**src/rtl/axis_pixel_transmitter.sv**
```systemverilog
// axis_pixel_transmitter
// Pipeline output stage: tags each processed pixel with start-of-frame and
// end-of-line, buffers it in a first-word-fall-through FIFO and presents it
// as an AXI4-Stream master. Upstream cannot stall, so pixels arriving while
// the FIFO is full (and not popping) are dropped and flagged.
module axis_pixel_transmitter #(
   parameter int DATA_WIDTH         = 8,
   parameter int FIFO_DEPTH         = 16,
   parameter int ALMOST_FULL_MARGIN = 4
) (
   input  logic                          i_clk,
   input  logic                          i_areset,
   input  logic [12:0]                   IMAGE_WIDTH,
   input  logic [DATA_WIDTH-1:0]         i_data,
   input  logic                          i_data_valid,
   input  logic                          i_start_of_frame,
   output logic [DATA_WIDTH-1:0]         m_axis_tdata,
   output logic                          m_axis_tvalid,
   input  logic                          m_axis_tready,
   output logic                          m_axis_tuser,
   output logic                          m_axis_tlast,
   output logic                          o_almost_full,
   output logic [$clog2(FIFO_DEPTH):0]   o_fifo_count,
   output logic                          o_overflow
);

   localparam int AW = $clog2(FIFO_DEPTH);
   localparam int CW = AW + 1;
   localparam int EW = DATA_WIDTH + 2;
   localparam logic [CW-1:0] FULL_COUNT = CW'(FIFO_DEPTH);
   localparam logic [CW-1:0] AF_THRESH  = CW'(FIFO_DEPTH - ALMOST_FULL_MARGIN);

   // A programmed width of zero behaves as a one-pixel line.
   function automatic logic [12:0] eff_width(input logic [12:0] w);
      return (w == 13'd0) ? 13'd1 : w;
   endfunction

   // True when the given column is the final column of a line.
   function automatic logic is_last_col(input logic [12:0] c, input logic [12:0] w);
      return (c == (eff_width(w) - 13'd1));
   endfunction

   // Control state
   logic [12:0]   col;
   logic [AW-1:0] wr_ptr;
   logic [AW-1:0] rd_ptr;
   logic [CW-1:0] count;
   logic [CW-1:0] count_next;
   logic          af_q;
   logic          ovf_q;

   // Storage (data only, never reset)
   logic [EW-1:0] mem [FIFO_DEPTH];
   logic [EW-1:0] head;

   // Input tagging stage
   logic [12:0]   pix_col_p0;
   logic          eol_p0;
   logic [12:0]   col_next_p0;
   logic [EW-1:0] entry_p0;
   logic          full;
   logic          pop;
   logic          push_p0;
   logic          drop_p0;

   // Column of the incoming pixel, its end-of-line tag and the packed entry.
   always_comb begin
      pix_col_p0  = i_start_of_frame ? 13'd0 : col;
      eol_p0      = is_last_col(pix_col_p0, IMAGE_WIDTH);
      col_next_p0 = eol_p0 ? 13'd0 : (pix_col_p0 + 13'd1);
      entry_p0    = {i_start_of_frame, eol_p0, i_data};
   end

   // Push/pop/drop decisions; a full FIFO that is popping still accepts.
   always_comb begin
      full    = (count == FULL_COUNT);
      pop     = m_axis_tvalid && m_axis_tready;
      push_p0 = i_data_valid && (!full || pop);
      drop_p0 = i_data_valid && full && !pop;
   end

   // Next occupancy; simultaneous push and pop leaves it unchanged.
   always_comb begin
      count_next = count;
      case ({push_p0, pop})
         2'b10:   count_next = count + CW'(1);
         2'b01:   count_next = count - CW'(1);
         default: count_next = count;
      endcase
   end

   // FIFO storage stage
   // Write the tagged pixel into the slot at the write pointer.
   always_ff @(posedge i_clk) begin
      if (push_p0) begin
         mem[wr_ptr] <= entry_p0;
      end
   end

   // Pointers, occupancy and the registered almost-full flag.
   always_ff @(posedge i_clk or posedge i_areset) begin
      if (i_areset) begin
         wr_ptr <= '0;
         rd_ptr <= '0;
         count  <= '0;
         af_q   <= 1'b0;
      end else begin
         if (push_p0) begin
            wr_ptr <= wr_ptr + AW'(1);
         end
         if (pop) begin
            rd_ptr <= rd_ptr + AW'(1);
         end
         count <= count_next;
         af_q  <= (count_next >= AF_THRESH);
      end
   end

   // Column tracking advances on every strobe, dropped or not, to keep alignment.
   always_ff @(posedge i_clk or posedge i_areset) begin
      if (i_areset) begin
         col <= 13'd0;
      end else if (i_data_valid) begin
         col <= col_next_p0;
      end
   end

   // Sticky record that a pixel was lost.
   always_ff @(posedge i_clk or posedge i_areset) begin
      if (i_areset) begin
         ovf_q <= 1'b0;
      end else if (drop_p0) begin
         ovf_q <= 1'b1;
      end
   end

   // Output stage
   // Head entry drives the stream; gating by tvalid forces zeros while empty or in reset.
   always_comb begin
      head          = mem[rd_ptr];
      m_axis_tvalid = (count != '0);
      m_axis_tdata  = m_axis_tvalid ? head[DATA_WIDTH-1:0] : '0;
      m_axis_tlast  = m_axis_tvalid ? head[DATA_WIDTH]     : 1'b0;
      m_axis_tuser  = m_axis_tvalid ? head[DATA_WIDTH+1]   : 1'b0;
      o_fifo_count  = count;
      o_almost_full = af_q;
      o_overflow    = ovf_q;
   end

endmodule
```
**config.mk**
```make
export PLATFORM = sky130hd
export DESIGN_NAME = axis_pixel_transmitter
export DESIGN_NICKNAME = d
export VERILOG_FILES = /design/src/rtl/axis_pixel_transmitter.sv
export SDC_FILE = /design/constraint.sdc
export NUM_CORES = 1
export LEC_CHECK = 0
export ABC_AREA = 1
export CORE_ASPECT_RATIO = 1.25
export CORE_MARGIN = 10
export CORE_UTILIZATION = 50
export CTS_BUF_LIST = sky130_fd_sc_hd__clkbuf_2
export DETAILED_ROUTE_END_ITERATION = 8
export HOLD_SLACK_MARGIN = 0.06
export PLACE_DENSITY = 0.73
export SLEW_MARGIN = 20
export SYNTH_ARGS = -nofsm -noshare
export SYNTH_HDL_FRONTEND = slang
export SYNTH_SLANG_ARGS = --single-unit
```
**constraint.sdc**
```tcl
create_clock -name i_clk -period 6.9 [get_ports i_clk]
set_input_delay 1.38 -clock i_clk [delete_from_list [all_inputs] [get_ports i_clk]]
set_output_delay 1.38 -clock i_clk [all_outputs]
set_load 0.05 [all_outputs]
```
* Yosys cells after proc, flatten, opt, wreduce, memory -nomap -nowiden
Memory sizes are Yosys's and may differ from the RTL's.
Index checks and enable logic that the tools add are counted.
** Operators by class
- Add/sub/neg operators :: 6
- $lt $le $gt $ge :: 1
- Reductions and logical operators :: 9
- Equal/unequal tests :: 4
- Mux-type cells :: 9
** Operator list (number)
- two-way mux 13 bit :: 3
- adder 13 x 1 -> 13 bit (second input constant) :: 1
- == test 13 bit :: 1
- logical NOT 13 bit :: 1
- subtractor 13 x 1 -> 13 bit (second input constant) :: 1
- one-hot mux 5 bit (2 select lines) :: 1
- adder 4 x 1 -> 4 bit (second input constant) :: 2
- two-way mux 8 bit :: 1
- adder 5 x 1 -> 5 bit (second input constant) :: 1
- == test 5 bit (second input constant) :: 1
- greater-or-equal comparator 5 x 4 -> 1 bit (second input constant) :: 1
- nonzero test 5 bit :: 1
- subtractor 5 x 1 -> 5 bit (second input constant) :: 1
- logical AND 1 bit :: 4
- two-way mux 1 bit :: 4
- == test 2 x 1 -> 1 bit (second input constant) :: 1
- == test 2 bit (second input constant) :: 1
- logical NOT 1 bit :: 2
- logical OR 1 bit :: 1
** Storage, ports and cells
- Memories kept :: 1
- Register bits :: 28
- Bits in writable memories :: 160
** Memory list
- mem :: depth 16, bits a word 10, rd ports 1, clocked after memory_dff 0, wr ports 1, RTL line 53 : logic [EW-1:0] mem [FIFO_DEPTH];

* Depth between registers and ports, before layout
- Depth in word-level cells :: 7
- Mapped depth :: 21
- Gate-level depth less buffers :: 20

* Worst setup path before layout
Ideal clock, no wire load.
- Path type :: input port to flip-flop
- Start :: input port IMAGE_WIDTH[4]
- End :: memory mem[0][8] in the netlist's numbering (data pin)
- Slack :: 3393 ps
- Data arrival time :: 3311 ps
- Stages :: 19
- Cell sequence :: nor2_1 nand2_1 nor2_1 nand2_2 nand2_1 inv_1 ha_1 nand3_1 nor2_2 nand2_1 nand2_1 nand2_1 nand2_1 nor2_1 nand3_1 nor2_1 nand3_2 buf_6 inv_1
** Between the ends
- Cells in the longest elaborated chain, start to end :: 4
** RTL lines
- start: declaration :: RTL line 13 : input logic [12:0] IMAGE_WIDTH,
- logical NOT 13 bit :: RTL line 35 : return (w == 13'd0) ? 13'd1 : w;
- two-way mux 13 bit * :: RTL line 35
- subtractor 13 x 1 -> 13 bit * :: RTL line 40 : return (c == (eff_width(w) - 13'd1));
- == test 13 bit * :: RTL line 40
- net eol_p0 :: RTL line 58 : logic eol_p0;
- end: declaration :: RTL line 53
The timed path passes the listed nets; every way through them passes the cells marked *.

* Final worst setup path
- Start :: register rd_ptr[2]
- End :: output port m_axis_tlast
** Between the ends
- Cells in the longest elaborated chain, start to end :: 2
** RTL lines
- start: declaration :: RTL line 46 : logic [AW-1:0] rd_ptr;
- start signal: assignment :: RTL line 112 : rd_ptr <= rd_ptr + AW'(1);
- memory (16 x 10 bit)
- two-way mux 1 bit :: RTL line 143 : m_axis_tlast = m_axis_tvalid ? head[DATA_WIDTH] : 1'b0;
- end: declaration :: RTL line 21 : output logic m_axis_tlast,
Every way passes these cells.

==> impl_metrics.env <==
export IMPL_end_kind="output port"
export IMPL_irDropWorstVdd_v=0.000282
export IMPL_fmax_mhz=179
export IMPL_crit_buf_inv=2
export IMPL_yosysSeqAreaShare_pct=64.7
export IMPL_min_delay_path_depth=2
export IMPL_max_cap_violations=0
export IMPL_outcome="finished, final reports clean"
export IMPL_hpwl_um=11800
export IMPL_die_w_um=137
export IMPL_slowest_delay_ns=1.08
export IMPL_nFillCells=1400
export IMPL_drt_iter0_drc=565
export IMPL_cts_inserted_buffers=17
export IMPL_crit_fanout=22
export IMPL_htreeDepth=4
export IMPL_synth_edf_count=160
export IMPL_arrival_ns=4.22
export IMPL_ctsHoldBuffers=0
export IMPL_grt_pass1_vias=5775
export IMPL_io_pins=44
export IMPL_synth_seq_cells=188
export IMPL_r2r_start="o_fifo_count[1]"
export IMPL_vias=5888
export IMPL_cts_resized=0
export IMPL_synth_cell_type_count=36
export IMPL_finalCritPeriodShare_pct=81.2
export IMPL_stdcell_count=1056
export IMPL_crit_chain="inv_1 -> o221ai_1 -> nand3_1 -> a21oi_1 -> clkdlybuf4s50_1"
export IMPL_gp_congestion=0.917
export IMPL_port_buffers=43
export IMPL_drtPass1Iterations=5
export IMPL_cts_sinks=188
export IMPL_fin_skew_ns=0.0313
export IMPL_routed_wl_um=19000
export IMPL_timing_final_crit_period_ns=5.60
export IMPL_crit_type="register to output port"
export IMPL_start_util_pct=50.7
export IMPL_clock_latency_ns=0.76
export IMPL_syn_instance_count=792
export IMPL_min_to="col[6]"
export IMPL_async_reset_ff_share_pct=14.9
export IMPL_clkTransAtPathRegs_ns=0.28
export IMPL_syn_area_per_cell_um2=10.7
export IMPL_slew_headroom_pct=25.5
export IMPL_start_kind="register"
export IMPL_worstPathRequired_ns=5.52
export IMPL_grt_max_degree=83
export IMPL_grt_pass1_wl_um=30200
export IMPL_antenna_found_initial=0
export IMPL_hold_viol_final=0
export IMPL_fp_dieArea_um2=22700
export IMPL_cp_top_family="buffers and inverters"
export IMPL_synth_top_area_share_pct=56.5
export IMPL_rsz0062_at_grt="false"
export IMPL_worstMarginPinSlew_ns=1.11
export IMPL_rr_endpoint="o_almost_full"
export IMPL_grt_ovfl_total=0
export IMPL_maxSlewViolCount=0
export IMPL_yosysTopAreaCell="edfxtp_1"
export IMPL_rows=53
export IMPL_post_cts_buffers=0
export IMPL_nets=861
export IMPL_synth_warning_count=0
export IMPL_cts_root_buffer="clkbuf_2"
export IMPL_min_from="col[6]"
export IMPL_diodes=0
export IMPL_antenna_left=0
export IMPL_synth_area_top_cells="edfxtp_1 56%, dfrtp_1 8.2%, nor2_1 5.9%"
export IMPL_drive_gt1_share_pct=8.13
export IMPL_timing_hold_ws_ns=0.521
export IMPL_cp_slowest_cell="dfrtp_1"
export IMPL_synth_main_ff_cell="edfxtp_1"
export IMPL_setup_violations=0
export IMPL_grtUsageTotal_pct=17.0
export IMPL_syn_to_final_growth_pct=10.2
export IMPL_viasPerCell=5.58
export IMPL_syn_cell_area_um2=8510
export IMPL_syn_nets=830
export IMPL_power_density_nw_per_um2=378
export IMPL_setup_tns_ns=0
export IMPL_tritoncts="done"
export IMPL_die_h_um=166
export IMPL_reg2reg_slack_ns=3.20
export IMPL_wire_per_inst_um=18.0
export IMPL_dp_cells=1024
export IMPL_cts_path_max_buffers=2
export IMPL_worstHoldPathType="register to register"
export IMPL_reg2reg_depth=15
export IMPL_core_area_um2=16800
export IMPL_leakage_nw=3.44
export IMPL_drc=0
[final cells by class]
class	instances	area (um2)	area share (%)
clock inverters	15	179	1.91
well taps	220	275	2.94
repair buffers	47	460	4.91
inverters	61	231	2.47
clock buffers	17	85.1	0.907
flip-flops and latches	188	5510	58.7
multi-input cells	508	2640	28.2
[sequential cells by signal (all words and copies together) (netlist names)]
register       count
col               13
mem              160
o_almost_full      1
o_fifo_count       5
o_overflow         1
rd_ptr             4
wr_ptr             4
[worst max-delay path by stage]
stage	from	endpoint	slack, ns	depth (start not counted)
2_1_floorplan	IMAGE_WIDTH[4]	mem[0][8]	3.39	19
3_3_place_gp	rd_ptr[2]	m_axis_tdata[2]	2.31	5
3_5_place_dp	rd_ptr[2]	m_axis_tlast	2.23	5
4_1_cts	rd_ptr[2]	m_axis_tlast	1.31	5
5_1_grt	rd_ptr[2]	m_axis_tlast	1.19	5
6_report	rd_ptr[2]	m_axis_tlast	1.30	5
[Yosys cell counts, types with 2 or more instances]
library cell / number
ha_1: 11
a21oi_1: 20
nor2_2: 3
inv_2: 5
o21ai_0: 90
edfxtp_1: 160
nand2_2: 4
xnor2_1: 3
nor3_1: 3
xor2_1: 13
clkbuf_1: 32
dfrtp_1: 28
nand2_4: 4
nor2_1: 133
o221ai_1: 36
a211oi_1: 3
inv_1: 54
nand2_1: 117
nand4_1: 6
o22ai_1: 4
nor3_2: 3
buf_6: 2
o21bai_1: 3
nand3_1: 43
[per-layer routing]
layer | vias to the layer above | track usage, % | share of wire [%]
met5 | - | 0 | 0
met4 | 0 | 6.54 | 2.0
met3 | 35 | 3.45 | 5.7
met2 | 201 | 28.2 | 50
met1 | 2799 | 21.3 | 43
li1 | 2853 | - | -
[where the power goes]
part / leakage [nW] / switching (mW) / internal, mW
logic: 1.49 / 1.06 / 0.441
registers: 1.81 / 0.0894 / 1.37
clock network: 0.145 / 0.401 / 0.180
total: 3.44 / 1.55 / 2.00
[per-stage QoR]
step | utilization (%) | instance area (um2) | setup WS [ns] | total power [mW]
after floorplan | - | 8510 | 3.39 | 2.49
after global placement | 54.2 | 9090 | 2.31 | 2.96
after detailed placement | 54.2 | 9090 | 2.23 | 2.98
after CTS | 55.8 | 9360 | 1.31 | 3.55
after global routing | 55.9 | 9380 | 1.19 | 3.74
final | 55.9 | 9380 | 1.30 | 3.55
[placed cells by master (no fill, tap or decap), types with 20 or more instances in the layout]
cell,netlist,routed
dfrtp_1,28,27
nand2_1,117,117
edfxtp_1,160,160
a21oi_1,20,20
inv_1,54,53
clkdlybuf4s50_1,0,43
nor2_1,133,125
o221ai_1,36,36
nand3_1,43,43
o21ai_0,90,90
[cells by family after synthesis]
| kind of cell | count (synthesis) | synth area share, % |
|---|---|---|
| compound gates | 160 | 11.4 |
| xor+xnor | 16 | 1.65 |
| fa+ha+maj | 12 | 1.85 |
| flops | 188 | 64.7 |
| simple gates | 320 | 15.9 |
| buf+inv | 96 | 4.51 |
[worst min-delay path, stage by stage (launching register included)]
cell and delay (ns):
dfrtp_1 0.41, nand2_1 0.05, nand2_1 0.05
(Power assumes the default switching activity.)
